File: config.mk
export PLATFORM = sky130hd
export DESIGN_NAME = minimig_m68k_bus_initiator
export DESIGN_NICKNAME = d
export VERILOG_FILES = /design/src/rtl/minimig_bus_pkg.sv /design/src/rtl/minimig_bus_timeout.sv /design/src/rtl/minimig_m68k_bus_initiator.sv
export SDC_FILE = /design/constraint.sdc
export NUM_CORES = 1
export LEC_CHECK = 0
export CORE_MARGIN = 2
export CORE_UTILIZATION = 43
export DETAILED_ROUTE_END_ITERATION = 10
export HOLD_SLACK_MARGIN = 0.03
export PLACE_DENSITY = 0.73
export SETUP_SLACK_MARGIN = 0.02
export SYNTH_ARGS = -nofsm -noshare
export SYNTH_HDL_FRONTEND = slang
export SYNTH_SLANG_ARGS = --single-unit
export TNS_END_PERCENT = 5
File: constraint.sdc
create_clock -name clk -period 3.9 [get_ports clk]
set_input_delay 0.78 -clock clk [delete_from_list [all_inputs] [get_ports clk]]
set_output_delay 0.78 -clock clk [all_outputs]
set_load 0.05 [all_outputs]
File: src/rtl/minimig_bus_pkg.sv
// Shared state encoding and defaults for the minimig 68000 bus initiator.
package minimig_bus_pkg;

  typedef enum logic [3:0] {
    IDLE,
    S0,
    S1,
    S2,
    S3,
    S4,
    S5,
    S6,
    S7
  } bus_state_t;

  localparam int TIMEOUT_DEFAULT = 255;

endpackage

File: src/rtl/minimig_bus_timeout.sv
// Wait-state counter for the bus initiator; saturates at TIMEOUT and flags expiry.
module minimig_bus_timeout
  import minimig_bus_pkg::*;
#(
  parameter int TIMEOUT = TIMEOUT_DEFAULT
) (
  input  logic clk,
  input  logic reset,
  input  logic clr,
  input  logic inc,
  output logic expired
);

  localparam int W = $clog2(TIMEOUT + 1);
  localparam logic [W-1:0] LIMIT = W'(TIMEOUT);

  logic [W-1:0] count;

  always_ff @(posedge clk or posedge reset) begin
    if (reset) begin
      count <= '0;
    end else if (clr) begin
      count <= '0;
    end else if (inc && count != LIMIT) begin
      count <= count + W'(1);
    end
  end

  assign expired = (count == LIMIT);

endmodule

File: src/rtl/minimig_m68k_bus_initiator.sv
// 68000-style bus initiator: turns a req/ack handshake into an S0..S7 bus cycle
// paced by the 7 MHz phase enables, with DTACK wait states and a bus-error timeout.
module minimig_m68k_bus_initiator
  import minimig_bus_pkg::*;
#(
  parameter int TIMEOUT = TIMEOUT_DEFAULT
) (
  input  logic        clk,
  input  logic        reset,
  input  logic        clk7_en,
  input  logic        clk7n_en,
  input  logic        req,
  input  logic        we,
  input  logic [23:1] adr,
  input  logic [1:0]  bs,
  input  logic [15:0] wdat,
  output logic [15:0] rdat,
  output logic        ack,
  output logic        err,
  output logic        _as,
  output logic        _uds,
  output logic        _lds,
  output logic        r_w,
  output logic [23:1] address,
  output logic [15:0] cpudata,
  input  logic [15:0] data,
  input  logic        _dtack
);

  bus_state_t  state, state_next;
  logic        we_l;
  logic [1:0]  bs_l;
  logic [23:1] adr_l;
  logic [15:0] wdat_l;
  logic        err_flag;
  logic        expired;
  logic        wait_inc;
  logic        start;
  logic        finish;
  logic        as_on;
  logic        ds_on;

  minimig_bus_timeout #(.TIMEOUT(TIMEOUT)) u_timeout (
    .clk     (clk),
    .reset   (reset),
    .clr     (start),
    .inc     (wait_inc),
    .expired (expired)
  );

  always_comb begin
    state_next = state;
    wait_inc   = 1'b0;
    case (state)
      IDLE: if (clk7_en && req && _dtack) state_next = S0;
      S0:   if (clk7n_en) state_next = S1;
      S1:   if (clk7_en) state_next = S2;
      S2:   if (clk7n_en) state_next = S3;
      S3:   if (clk7_en) state_next = S4;
      S4: begin
        // DTACK wins over a coincident timeout so a late responder still completes.
        if (clk7n_en) begin
          if (!_dtack)      state_next = S5;
          else if (expired) state_next = S7;
          else              wait_inc = 1'b1;
        end
      end
      S5:   if (clk7_en) state_next = S6;
      S6:   if (clk7n_en) state_next = S7;
      S7:   if (clk7_en) state_next = IDLE;
      default: state_next = IDLE;
    endcase
  end

  assign start  = (state == IDLE) && (state_next == S0);
  assign finish = (state == S7) && (state_next == IDLE);
  assign as_on  = state_next inside {S2, S3, S4, S5, S6, S7};
  // Writes hold the data strobes off until the data has had a phase to settle.
  assign ds_on  = we_l ? (state_next inside {S4, S5, S6, S7}) : as_on;

  always_ff @(posedge clk or posedge reset) begin
    if (reset) begin
      state    <= IDLE;
      we_l     <= 1'b0;
      bs_l     <= 2'b00;
      adr_l    <= '0;
      wdat_l   <= '0;
      err_flag <= 1'b0;
      _as      <= 1'b1;
      _uds     <= 1'b1;
      _lds     <= 1'b1;
      r_w      <= 1'b1;
      address  <= '0;
      cpudata  <= '0;
      rdat     <= '0;
      ack      <= 1'b0;
      err      <= 1'b0;
    end else begin
      state <= state_next;
      if (start) begin
        we_l     <= we;
        bs_l     <= bs;
        adr_l    <= adr;
        wdat_l   <= wdat;
        err_flag <= 1'b0;
      end
      if (state == S4 && state_next == S7) err_flag <= 1'b1;
      _as  <= !as_on;
      _uds <= !(ds_on && bs_l[1]);
      _lds <= !(ds_on && bs_l[0]);
      r_w  <= !(as_on && we_l);
      if (state == S0 && state_next == S1) address <= adr_l;
      if (state == S2 && state_next == S3 && we_l) cpudata <= wdat_l;
      if (state == S6 && state_next == S7 && !we_l) rdat <= data;
      ack <= finish && !err_flag;
      err <= finish && err_flag;
    end
  end

endmodule

==> qor.csv <==
metric,value,unit
Synth warnings,0,
critical path's largest stage delay,880,ps
GRT Residual Overflow,0,
TNS Setup,0,ps
"EDFF count, synth",0,
Antenna Cells,0,
Final setup viols,0,
initial core utilization,0.4455,
Synth Instances,307,
via count,2971,
CTS resizes,0,
VDD IR max,0.6268,mV
Synth area leaders,"dfrtp_1 61%, mux2_2 21%, mux2_4 3.3%",
Routed WL,9398,um
CP Capture Type,register,
TritonRoute pass-1 iters,5,
largest net degree at the start of global routing,60,
global-route wire length before repair,15530,um
Static Leak,2.912,nW
"Slew Viols, Final",0,
status,completed,
Die H,107.6,um
Mapped Nets,372,
critical path's slowest cell,or4b_1,
die area,11590,sq um
cells on worst reg2reg path,5,
Post-CTS Setup Inserts,0,
CP arrival,3220,ps
CTS tree,built,
Placement Cell Area,6001,sq um
Initial DRC Count,69,
count of different cell masters after synthesis,38,
top_reg_cell synth,dfrtp_1,
CP Class,primary input to register,
Worst-Margin Slew,852.6,ps
M1 wire length,3910,um
CTS Buf Count,17,
antenna-violating nets left,0,
worst reg2reg path endpoint,rdat[7]$_DFFE_PP0P_,
end of the critical path,rdat[7]$_DFFE_PP0P_,
#FFs+latches synth,116,
Top Ports,125,
Met2 Routed Length,4470,um
WL per Instance,16.01,um
clk slew on worst S/H paths,60,ps
All-Layer GR Usage,0.1737,
Root Buffer,clkbuf_8,
Worst Path Required,4270,ps
CTS Sinks,116,
final worst path period share,0.7315,
fmax,350.5,MHz
Relative slew margins,0.4316,
Min-Delay Path Class,register to register,
"Cell Chain, Critical Path",clkdlybuf4s50_1 -> and4_1 -> a21oi_2 -> or4b_1 -> mux2_4,
DR WL met3,932,um
initial antenna violation count,0,
Tmin final,2853,ps
final routed DRC violation total,0,
share of layout cells above drive strength 1,0.3126,
power per cell area,806.7,nW/um^2
Hold Buf Count CTS,0,
worst-path maximum fanout,16,
hpwl dp,6339,um
Synth area leader,dfrtp_1,
via/cell ratio,5.061,
Hold Fails Final Rpt,0,
gpl congestion,0.8181,
Setup Skew,8.390,ps
"Clk Latency, worst-skew pair",500,ps
vias in the first global route,3176,
Die W,107.6,um
Final Cell Area,6605,sq um
Worst Setup SP,clk7n_en,
MaxCap Viol Count,0,
register-to-register setup slack,1110,ps
H-tree levels,4,
Port-buffer cells,124,
top sig layer,met4,
final net count,503,
post-synthesis instance area,4619,sq um
async set or reset register ratio after synthesis,1.000,
"Avg Cell Area, Syn",15.05,sq um
most frequent cells after synthesis,"112 x dfrtp_1, 85 x mux2_2",
core footprint,10370,sq um
Area Growth Syn to Fin,42.98,%
clock buffer depth,2,
top cell type's share of synthesized area,0.6067,
RSZ-0062 raised after global routing,false,
crit path launch type,primary input,
"Seq/Total Area, Yosys",0.6295,
Worst R2R Start,state[2]$_DFF_PP0_,
most frequent cell after synthesis,dfrtp_1,
row count,37,
==> critical path: cells and delay by family <==
family	cells	cell delay (ps)
compound gates	1	110
buf+inv	1	640
mux	1	440
simple gates	2	1250
==> where the power goes <==
part / total, mW / switching, mW / internal [mW] / leakage [nW]
Sequential: 1.91 / 0.255 / 1.66 / 1.48
Clock: 1.55 / 0.553 / 0.997 / 0.292
Combinational: 1.86 / 1.07 / 0.792 / 1.14
==> cell type report <==
cell class,count,area [sq um]
clock inverters,14,176.4
multi-input cells,169,1602
flip-flops and latches,116,2908
well taps,136,170.2
fillers,791,3765
repair buffers,128,1296
clock buffers,18,427.9
inverters,6,25.02
==> logic make-up (layout without fill, tap and decap cells) <==
logic type      count (synthesis)  count (layout)  synth area share
xor+xnor                        7               7           0.01327
fa+ha+maj                       1               1          0.002708
mux                            95              95            0.2397
simple gates                   48              48           0.06148
compound gates                 18              18           0.02736
buf+inv                        22             166           0.02600
flops                         116             116            0.6295
==> metrics by stage <==
stage / std cells / worst slack, ps / power (mW) / util / hold WS [ps]
floorplan: 307 / 54.21 / 3.169 / - / 401.7
global placement: 555 / 617.6 / 3.745 / 0.5787 / 416.2
detailed placement: 555 / 555.7 / 3.808 / 0.5787 / 433.9
CTS: 587 / 1076 / 5.398 / 0.6369 / 450.6
global route: 587 / 921.5 / 5.600 / 0.6369 / 471.7
finish: 587 / 1047 / 5.328 / 0.6369 / 456.3
==> state kept, by name, indices dropped and copies added, names as in the netlist <==
name	count
address	23
adr_l	23
cpudata	16
rdat	16
wdat_l	16
u_timeout.count	8
state	4
bs_l	2
_as	1
_lds	1
_uds	1
ack	1
err	1
err_flag	1
r_w	1
we_l	1
==> worst min-delay path by stage <==
stage,endpoint,cells past startpoint,slack [ps],from
6_report,ack$_DFF_PP0_,1,460,err_flag$_DFFE_PP0P_
5_1_grt,ack$_DFF_PP0_,1,470,err_flag$_DFFE_PP0P_
4_1_cts,ack$_DFF_PP0_,1,450,err_flag$_DFFE_PP0P_
3_5_place_dp,ack$_DFF_PP0_,1,430,err_flag$_DFFE_PP0P_
3_3_place_gp,ack$_DFF_PP0_,1,420,err_flag$_DFFE_PP0P_
2_1_floorplan,ack$_DFF_PP0_,1,400,err_flag$_DFFE_PP0P_
==> layout by cell type, fill, tap and decap left out, types with 3 or more instances in the layout <==
master,Yosys,layout
a21oi_1,4,4
and4_1,4,3
bufinv_16,0,3
clkbuf_16,0,16
clkdlybuf4s50_1,0,124
clkinv_4,0,4
dfrtp_1,112,112
dfstp_2,4,4
inv_1,6,5
inv_6,0,3
mux2_2,85,85
mux2_4,10,10
nand2_1,10,10
nand3_1,4,4
nand4_1,4,4
nor2_1,10,10
nor4_1,3,3
o21ai_0,3,3
xnor2_1,4,4
xor2_1,3,3
==> per-layer routing <==
| metal | track usage | vias up |
|---|---|---|
| met5 | 0 | - |
| met4 | 0.06136 | 0 |
| met3 | 0.07930 | 7 |
| met2 | 0.2691 | 118 |
| met1 | 0.2150 | 1490 |
| li1 | - | 1356 |
Note: power is estimated with default switching activity, not from simulation.
